`config.mk`:
```
export PLATFORM = sky130hd
export DESIGN_NAME = fifo_lane_dispatch
export DESIGN_NICKNAME = d
export VERILOG_FILES = /design/src/rtl/fifo_lane_pkg.sv /design/src/rtl/lane_skid_fifo.sv /design/src/rtl/fifo_lane_dispatch.sv
export SDC_FILE = /design/constraint.sdc
export NUM_CORES = 1
export LEC_CHECK = 0
export CAP_MARGIN = 5
export CORE_UTILIZATION = 45
export CTS_CLUSTER_DIAMETER = 120
export CTS_CLUSTER_SIZE = 12
export DETAILED_ROUTE_END_ITERATION = 10
export GPL_TIMING_DRIVEN = 0
export HOLD_SLACK_MARGIN = 0.03
export PLACE_DENSITY = 0.87
export RECOVER_POWER = 100
export SLEW_MARGIN = 10
export SYNTH_ARGS = -nofsm -noshare
export SYNTH_HDL_FRONTEND = slang
export SYNTH_SLANG_ARGS = --single-unit
```
`constraint.sdc`:
```
create_clock -name i_rd_clk -period 1.66 [get_ports i_rd_clk]
set_input_delay 0.249 -clock i_rd_clk [delete_from_list [all_inputs] [get_ports i_rd_clk]]
set_output_delay 0.249 -clock i_rd_clk [all_outputs]
set_load 0.02 [all_outputs]
```
`src/rtl/fifo_lane_pkg.sv`:
```
// -----------------------------------------------------------------------------
// fifo_lane_pkg
//   Shared types and defaults for the 1-to-N lane FIFO and its read-side
//   dispatcher (fifo_lane_dispatch).
//   - LANE_WIDTH / LANE_N_READERS : defaults shared with the lane FIFO
//   - dsp_state_e                 : dispatcher FSM state encoding
//   - occ_w(depth)                : width of an occupancy count for 'depth' entries
// -----------------------------------------------------------------------------
package fifo_lane_pkg;

  localparam int LANE_WIDTH     = 8;
  localparam int LANE_N_READERS = 2;

  typedef enum logic {
    DSP_RUN   = 1'b0,
    DSP_FLUSH = 1'b1
  } dsp_state_e;

  // Occupancy must represent 0..depth inclusive, hence one extra bit.
  function automatic int occ_w(input int depth);
    return $clog2(depth) + 1;
  endfunction

endpackage

```
`src/rtl/lane_skid_fifo.sv`:
```
// -----------------------------------------------------------------------------
// lane_skid_fifo
//   Small per-reader skid buffer. Head entry is read combinationally from the
//   storage registers, so a pushed lane is visible on dout/valid the cycle
//   after the push.
// Ports
//   clk, rstn   clock, async active-low reset (clears storage and pointers)
//   clr         synchronous clear of pointers/occupancy (storage kept)
//   push, din   write din at the tail; ignored when full
//   pop         advance the head; ignored when empty
//   dout        head entry
//   valid       occupancy != 0
//   occ         current occupancy, 0..DEPTH
//   full        occupancy == DEPTH
// DEPTH must be a power of two (>=2) so the pointers wrap naturally.
// -----------------------------------------------------------------------------
module lane_skid_fifo
  import fifo_lane_pkg::*;
#(
  parameter  int WIDTH = LANE_WIDTH,
  parameter  int DEPTH = 2,
  localparam int OCC_W = occ_w(DEPTH),
  localparam int PTR_W = $clog2(DEPTH)
) (
  input  logic             clk,
  input  logic             rstn,
  input  logic             clr,
  input  logic             push,
  input  logic [WIDTH-1:0] din,
  input  logic             pop,
  output logic [WIDTH-1:0] dout,
  output logic             valid,
  output logic [OCC_W-1:0] occ,
  output logic             full
);

  logic [WIDTH-1:0] mem [DEPTH];
  logic [PTR_W-1:0] wptr;
  logic [PTR_W-1:0] rptr;
  logic [OCC_W-1:0] occ_q;
  logic             push_ok;
  logic             pop_ok;

  // Local guards keep occupancy inside 0..DEPTH even if a caller misbehaves.
  assign push_ok = push && !full;
  assign pop_ok  = pop && valid;

  always_ff @(posedge clk or negedge rstn) begin
    if (!rstn) begin
      for (int i = 0; i < DEPTH; i++) begin
        mem[i] <= '0;
      end
      wptr  <= '0;
      rptr  <= '0;
      occ_q <= '0;
    end else if (clr) begin
      wptr  <= '0;
      rptr  <= '0;
      occ_q <= '0;
    end else begin
      if (push_ok) begin
        mem[wptr] <= din;
        wptr      <= wptr + PTR_W'(1);
      end
      if (pop_ok) begin
        rptr <= rptr + PTR_W'(1);
      end
      case ({push_ok, pop_ok})
        2'b10:   occ_q <= occ_q + OCC_W'(1);
        2'b01:   occ_q <= occ_q - OCC_W'(1);
        default: occ_q <= occ_q;
      endcase
    end
  end

  assign dout  = mem[rptr];
  assign valid = (occ_q != '0);
  assign full  = (occ_q == OCC_W'(DEPTH));
  assign occ   = occ_q;

endmodule

```
`src/rtl/fifo_lane_dispatch.sv`:
```
// -----------------------------------------------------------------------------
// fifo_lane_dispatch
//   Read-side consumer of the 1-to-N lane FIFO. Turns per-reader same-cycle
//   lane grants into N independent valid/ready streams, with a skid buffer per
//   reader absorbing lanes while a sink stalls.
//
// Handshakes
//   Lane side : o_req[r] is a registered-only function (RUN, armed, buffer not
//               full). A lane is accepted when i_gnt[r] && o_req[r] in a cycle
//               without i_flush. i_gnt[r] while o_req[r]==0 (in RUN, no flush)
//               drops the lane and sets the sticky o_err.
//   Stream side: a beat transfers when o_valid[r] && i_ready[r] in a cycle
//               without i_flush. o_valid/o_data never depend on i_ready.
//
// Ports
//   i_rd_clk, i_rd_rstn  clock, async active-low reset
//   i_flush              sync flush of all buffers (wins over push/pop)
//   o_req  [N]           lane request per reader (FIFO read enables)
//   i_gnt  [N]           lane delivered for reader r this cycle
//   i_data [N*WIDTH]     lane data, slice r valid with i_gnt[r]
//   o_valid[N]           stream valid per reader
//   i_ready[N]           stream ready per reader
//   o_data [N*WIDTH]     head entry per reader
//   o_occ  [N*OCC_W]     buffer occupancy per reader
//   o_dbg_state          dispatcher FSM state (debug)
//   o_err                sticky protocol error
//   o_gnt_cnt [N*CNT_W]  per-reader saturating count of accepted lanes,
//                        present only when LANE_DISPATCH_STATS_EN is defined
// -----------------------------------------------------------------------------
module fifo_lane_dispatch
  import fifo_lane_pkg::*;
#(
  parameter  int WIDTH      = LANE_WIDTH,
  parameter  int N_READERS  = LANE_N_READERS,
  parameter  int SKID_DEPTH = 2,
  parameter  int CNT_W      = 16,
  localparam int OCC_W      = occ_w(SKID_DEPTH)
) (
  input  logic                       i_rd_clk,
  input  logic                       i_rd_rstn,
  input  logic                       i_flush,
  output logic [N_READERS-1:0]       o_req,
  input  logic [N_READERS-1:0]       i_gnt,
  input  logic [N_READERS*WIDTH-1:0] i_data,
  output logic [N_READERS-1:0]       o_valid,
  input  logic [N_READERS-1:0]       i_ready,
  output logic [N_READERS*WIDTH-1:0] o_data,
  output logic [N_READERS*OCC_W-1:0] o_occ,
  output dsp_state_e                 o_dbg_state,
  output logic                       o_err
`ifdef LANE_DISPATCH_STATS_EN
  ,
  output logic [N_READERS*CNT_W-1:0] o_gnt_cnt
`endif
);

  if (CNT_W < 1 || (1 << $clog2(SKID_DEPTH)) != SKID_DEPTH || SKID_DEPTH < 2) begin : g_param_check
    $error("fifo_lane_dispatch: SKID_DEPTH must be a power of two >= 2 and CNT_W >= 1");
  end

  dsp_state_e           state;
  dsp_state_e           state_nxt;
  logic                 req_en;
  logic                 err_q;
  logic [N_READERS-1:0] full;
  logic [N_READERS-1:0] push;
  logic [N_READERS-1:0] pop;

  // ---------------------------------------------------------------------------
  // FSM: RUN <-> FLUSH, FLUSH held while i_flush stays high.
  // ---------------------------------------------------------------------------
  always_ff @(posedge i_rd_clk or negedge i_rd_rstn) begin
    if (!i_rd_rstn) begin
      state  <= DSP_RUN;
      req_en <= 1'b0;
    end else begin
      state  <= state_nxt;
      req_en <= 1'b1;
    end
  end

  always_comb begin
    state_nxt = state;
    case (state)
      DSP_RUN:   if (i_flush)  state_nxt = DSP_FLUSH;
      DSP_FLUSH: if (!i_flush) state_nxt = DSP_RUN;
      default:   state_nxt = DSP_RUN;
    endcase
  end

  assign o_dbg_state = state;

  // req_en keeps o_req low while reset is asserted; it is a register so o_req
  // stays free of any combinational input path.
  assign o_req = {N_READERS{(state == DSP_RUN) && req_en}} & ~full;

  // A flush in the same cycle discards both sides.
  assign push = i_gnt & o_req & {N_READERS{!i_flush}};
  assign pop  = o_valid & i_ready & {N_READERS{!i_flush}};

  // Grants are ignored while flushing; otherwise an unrequested grant is a
  // dropped lane.
  always_ff @(posedge i_rd_clk or negedge i_rd_rstn) begin
    if (!i_rd_rstn) begin
      err_q <= 1'b0;
    end else if ((state == DSP_RUN) && !i_flush && |(i_gnt & ~o_req)) begin
      err_q <= 1'b1;
    end
  end

  assign o_err = err_q;

  // ---------------------------------------------------------------------------
  // Per-reader skid buffers
  // ---------------------------------------------------------------------------
  for (genvar r = 0; r < N_READERS; r++) begin : g_lane
    lane_skid_fifo #(
      .WIDTH (WIDTH),
      .DEPTH (SKID_DEPTH)
    ) u_skid (
      .clk   (i_rd_clk),
      .rstn  (i_rd_rstn),
      .clr   (i_flush),
      .push  (push[r]),
      .din   (i_data[r*WIDTH +: WIDTH]),
      .pop   (pop[r]),
      .dout  (o_data[r*WIDTH +: WIDTH]),
      .valid (o_valid[r]),
      .occ   (o_occ[r*OCC_W +: OCC_W]),
      .full  (full[r])
    );
  end

`ifdef LANE_DISPATCH_STATS_EN
  for (genvar r = 0; r < N_READERS; r++) begin : g_stats
    logic [CNT_W-1:0] cnt_q;
    always_ff @(posedge i_rd_clk or negedge i_rd_rstn) begin
      if (!i_rd_rstn) begin
        cnt_q <= '0;
      end else if (i_flush) begin
        cnt_q <= '0;
      end else if (push[r] && (cnt_q != '1)) begin
        cnt_q <= cnt_q + CNT_W'(1);
      end
    end
    assign o_gnt_cnt[r*CNT_W +: CNT_W] = cnt_q;
  end
`endif

endmodule
```
=== Yosys cells after proc, flatten, opt, wreduce, memory -nomap -nowiden ===
Index checks and enable logic that the tools add are counted.

* Muxes and demuxes: 25
* Equal/unequal tests: 6
* Bitwise logic cells: 14
* Magnitude comparators: 6
* Reductions and logical operators: 23
* Add/sub/neg operators: 8

{| class="wikitable"
|+ Operators with widths
! cell !! count
|-
| $mux 8 || 8
|-
| $bwmux 16 || 2
|-
| $demux 8 s1 || 2
|-
| $and 2x2->2 || 6
|-
| $reduce_bool 2->1 || 6
|-
| $logic_and 1x1->1 || 9
|-
| $mux 1 || 9
|-
| $eq 2x2->1 const B || 4
|-
| $ge 2x2->1 const B || 4
|-
| $not 1->2 || 4
|-
| $pmux 2 s2 || 2
|-
| $reduce_bool 3->1 || 2
|-
| $add 1x1->1 const B || 4
|-
| $add 2x1->2 const B || 2
|-
| $eq 2x1->1 const B || 2
|-
| $lt 2x1->1 const B || 2
|-
| $mux 2 || 2
|-
| $not 2->2 || 2
|-
| $reduce_and 2->1 || 2
|-
| $sub 2x1->2 const B || 2
|-
| $logic_not 1->1 || 3
|-
| $not 1->1 || 2
|-
| $reduce_or 2->1 || 1
|}

* Bits in registers: 43
* Bits of input ports: 23
* Logic and storage cells: 95

=== Longest topological paths before layout ===
* Depth after elaboration: 9
* Gate-level depth with buffers: 5

=== Cells and area by module ===
A second synthesis with hierarchy kept.

* Cells, all modules: 148
* Area total of the unflattened synthesis: 2069.5 µm²

{| class="wikitable"
|+ By module, submodules not included
! module !! cells each !! instances !! sequential area each (µm²) !! area each (µm²)
|-
| lane_skid_fifo || 66 || 2 || 500.5 || 954.7
|-
| fifo_lane_dispatch || 16 || 1 || 75.1 || 160.2
|}

=== Worst setup path after synthesis ===
Ideal clock, no wire load.

* Kind: flip-flop to flip-flop
* Start: register g_lane[0].u_skid.occ_q[1]
* End: register g_lane[0].u_skid.mem[10] (netlist bit)
* Path slack: -0.162 ns
* Path buffers: 2
* Stages on the path, launching flop included: 6
* Period minus slack after synthesis: 1.822 ns
* Arrival: 1.697 ns
* Path through: dfrtp_1 > nor2b_1 > buf_6 > or4_4 > buf_6 > mux2_4

* Word-level cells in the longest chain between the ends: 7
* Elaborated cells on any way between the ends: 8

{| class="wikitable"
|+ RTL lines
! item !! line !! source
|-
| start: declaration || lane_skid_fifo.sv:40 || <nowiki>logic [OCC_W-1:0] occ_q;</nowiki>
|-
| start signal: assignment || lane_skid_fifo.sv:69 || <nowiki>2'b10: occ_q <= occ_q + OCC_W'(1);</nowiki>
|-
| start signal: assignment || lane_skid_fifo.sv:70 || <nowiki>2'b01: occ_q <= occ_q - OCC_W'(1);</nowiki>
|-
| start signal: assignment || lane_skid_fifo.sv:71 || <nowiki>default: occ_q <= occ_q;</nowiki>
|-
| $eq 2x2->1 (*) || lane_skid_fifo.sv:78 || <nowiki>assign full = (occ_q == OCC_W'(DEPTH));</nowiki>
|-
| $not 2->2 || fifo_lane_dispatch.sv:95 || <nowiki>assign o_req = {N_READERS{(state == DSP_RUN) && req_en}} & ~full;</nowiki>
|-
| $and 2x2->2 || fifo_lane_dispatch.sv:95 ||
|-
| $and 2x2->2 (2 in a row) || fifo_lane_dispatch.sv:98 || <nowiki>assign push = i_gnt & o_req & {N_READERS{!i_flush}};</nowiki>
|-
| $logic_and 1x1->1 (*) || lane_skid_fifo.sv:45 || <nowiki>assign push_ok = push && !full;</nowiki>
|-
| $reduce_and 2->1 (no line) (*) || n/a ||
|-
| end signal: indexed assignment || lane_skid_fifo.sv:62 || <nowiki>mem[wptr] <= din;</nowiki>
|-
| end: declaration || lane_skid_fifo.sv:37 || <nowiki>logic [WIDTH-1:0] mem [DEPTH];</nowiki>
|}

Mark *: on every way between the ends. The rest lies on a longest branch, timed or not.
A chain may end at the register's enable or synchronous reset.

=== Worst setup path after layout ===
* Start: register state (netlist: o_dbg_state)
* End: register g_lane[0].u_skid.mem[10] (netlist bit)

* Word-level cells in the longest chain between the ends: 7

{| class="wikitable"
|+ RTL lines
! item !! line !! source
|-
| start: declaration || fifo_lane_dispatch.sv:61 || <nowiki>dsp_state_e state;</nowiki>
|-
| start signal: assignment || fifo_lane_dispatch.sv:77 || <nowiki>state <= state_nxt;</nowiki>
|-
| $not 1->1 || n/a ||
|-
| $logic_and 1x1->1 || fifo_lane_dispatch.sv:95 ||
|-
| $and 2x2->2 || fifo_lane_dispatch.sv:95 ||
|-
| $and 2x2->2 (2 in a row) || fifo_lane_dispatch.sv:98 ||
|-
| $logic_and 1x1->1 || lane_skid_fifo.sv:45 ||
|-
| $reduce_and 2->1 (no line) || n/a ||
|}

Every way passes these cells.

==> run metrics <==
Starting Density 0.473; Final Setup Violations 16; port bufs 48; list of most frequent post-synthesis cells 43 x dfrtp_1, 32 x mux2_2, 16 x mux2_4; CTS tree yes; clock slew at reported path FFs 80 ps; outcome complete, but fails checks; reg2reg start o_dbg_state; via/cell ratio 5.11; PwrDens 927 mW/mm²; clk_lat worst skew 290 ps; area leader, netlist dfrtp_1; CP max FO 5; Worst Tran Pin Value 576 ps; Synth warnings 0; r2r setup slk -30 ps; Setup Skew just over 6 ps; post-synth cell types 28; post-synthesis sequential area ratio 0.516; area of the mapped netlist 0.00209 mm²; cell family with most CP delay simple AND/OR/NAND/NOR gates; Fin. Hold Viols 0; dpl hpwl between 2000 and 3000 µm; core box area around 0.0044 mm²; top-count cell post-synth dfrtp_1; # fillers 343; Final ANT Viol Nets 0; failing checks setup timing; clock sinks 43; vias about 1,500; largest cells by area after synthesis dfrtp_1 52%, mux2_2 17%, mux2_4 12%; crit path kind reg -> reg; cts bufs inserted 5; first-pass GRT wire length between 7000 and 8000 µm; Row Count 24; ys flop type dfrtp_1; post-synthesis register bit count between 40 and 50; drt drc 0; Die H 70.1 µm; share of cells above drive strength 1 0.515; crit path launch type flop; final setup margin -28.1 ps; drt initial violations 45; htree depth 2; crit-path cells nand3b_1, or4_4, buf_12, mux2_4; critical path arrival approximately 1900 ps; # diodes 0; Post-synth EDFFs 0; Die Wd 70.1 µm; gp weighted congestion 0.750; worst slack, placed -560 ps; Critical-path top delay cell or4_4; Period Utilization, post-route 1.02; VDD IR max 0.000492 V; post-synthesis async set-or-reset flop share 1.00; global route total overflow 0; Total GRT Usage 0.190; CP Capture Type flop; final core utilization 0.668; Total Routed Length 4350 µm; P_leak 1.47 nW; slowest stage delay, CP about 490 ps; Gate Count Post-Synth ~160; deepest clock path buffer count 2; Synth-to-Final Area Change 41.2%; fin crit period 1690 ps; FMAX about 590 MHz; Buf/Inv on CP 1; Hold Crit Class in -> reg; # nets final around 260; total die area 0.00491 mm²; max-cap violations 0; overall power about 0.0027 W; First-pass DRT Iterations 4; top-area cell type share of the netlist area 0.516; root buffer cell clkbuf_8; vias in the first global route 1,511; initial antenna violation count 0; Syn Nets 178; # IOs ~50; Critical Path Start o_dbg_state; Synth Area per Inst between 10 and 15 µm²; pin count of the biggest net entering global routing 24; Avg WL per Cell 15.2 µm; headroom to the max-slew limit 0.616; HP Start i_flush; RSZ-0062 raised after global routing yes; Required @ worst endpoint 1830 ps; Pins Over Slew Limit 0
## cells in the final DEF, fill, tap and decap left out, types with 4 or more instances in the layout
master,netlist,final
dfrtp_2,0,8
nand2_1,7,7
dfrtp_1,43,35
buf_2,0,9
nor2_1,9,9
buf_4,2,24
inv_1,6,6
clkdlybuf4s50_1,0,22
clkbuf_8,0,6
nand3b_1,5,5
clkbuf_2,0,8
mux2_4,16,23
mux2_2,32,25
o21ai_0,4,4
## repair_timing
item                                    4_1_cts  5_1_grt
buffers inserted                             22        1
hold endpoints to repair                     20        0
endpoints found under the setup margin       53       48
resized for setup                            73       23
gates cloned                                  2        0
pin swaps                                     3        1
hold buffers                                  1        0
## report_power, final
group	internal, W	total (W)	switching (W)
registers	0.00121	0.00130	0.0000948
logic	0.000456	0.000798	0.000342
clock network	0.000295	0.000631	0.000336
total	0.00196	0.00273	0.000772
## path summary, 6_finish.rpt
kind                                             to  depth (start not counted)
max                        g_lane[0].u_skid.mem[10]                          4
min                                     o_dbg_state                          1
max reg2reg                g_lane[0].u_skid.mem[10]                          4
min reg2reg                 g_lane[0].u_skid.mem[2]                          1
max in group asynchronous   g_lane[0].u_skid.occ[0]                          3
min in group asynchronous  g_lane[1].u_skid.mem[10]                          2
## registers in the layout, summed over array words and instances (netlist names)
register	cells
g_lane.u_skid.mem	32
o_dbg_state	1
g_lane.u_skid.wptr	2
o_err	1
g_lane.u_skid.rptr	2
g_lane.u_skid.occ	4
req_en	1
## per-stage QoR
step,cell area [µm²],instances,hold WS [ps],TNS (ps)
after floorplan,2120,155,-46.6,-1320
after detailed placement,2680,256,247,-20110
final,2950,287,247,-230
after global routing,2950,287,250,-929
after global placement,2660,255,480,-54050
after CTS,2990,286,240,-248
## metal layers
layer / GRT usage / share of wire
met3: 0.0390 / 0.036
met5: 0 / 0
met4: 0.0689 / 0.014
met1: 0.257 / 0.47
met2: 0.303 / 0.48
## logic make-up after synthesis
logic type,share of synthesized area
XOR/XNOR,0.00839
buffers and inverters,0.0396
multiplexers,0.288
AO/OA/AOI/OAI,0.0390
flip-flops,0.516
AND/OR/NAND/NOR,0.108
other,0.00180
## layout make-up
class / instances / area [µm²] / share of cell area
inverters: 6 / 22.5 / 0.00764
plain buffers: 5 / 60.1 / 0.0204
well taps: 52 / 65.1 / 0.0221
clock inverters: 1 / 5.00 / 0.00170
flip-flops and latches: 43 / 1090 / 0.368
clock buffers: 7 / 76.3 / 0.0259
repair buffers: 75 / 648 / 0.220
multi-input cells: 98 / 985 / 0.334
Note: power is estimated with default switching activity, not from simulation.
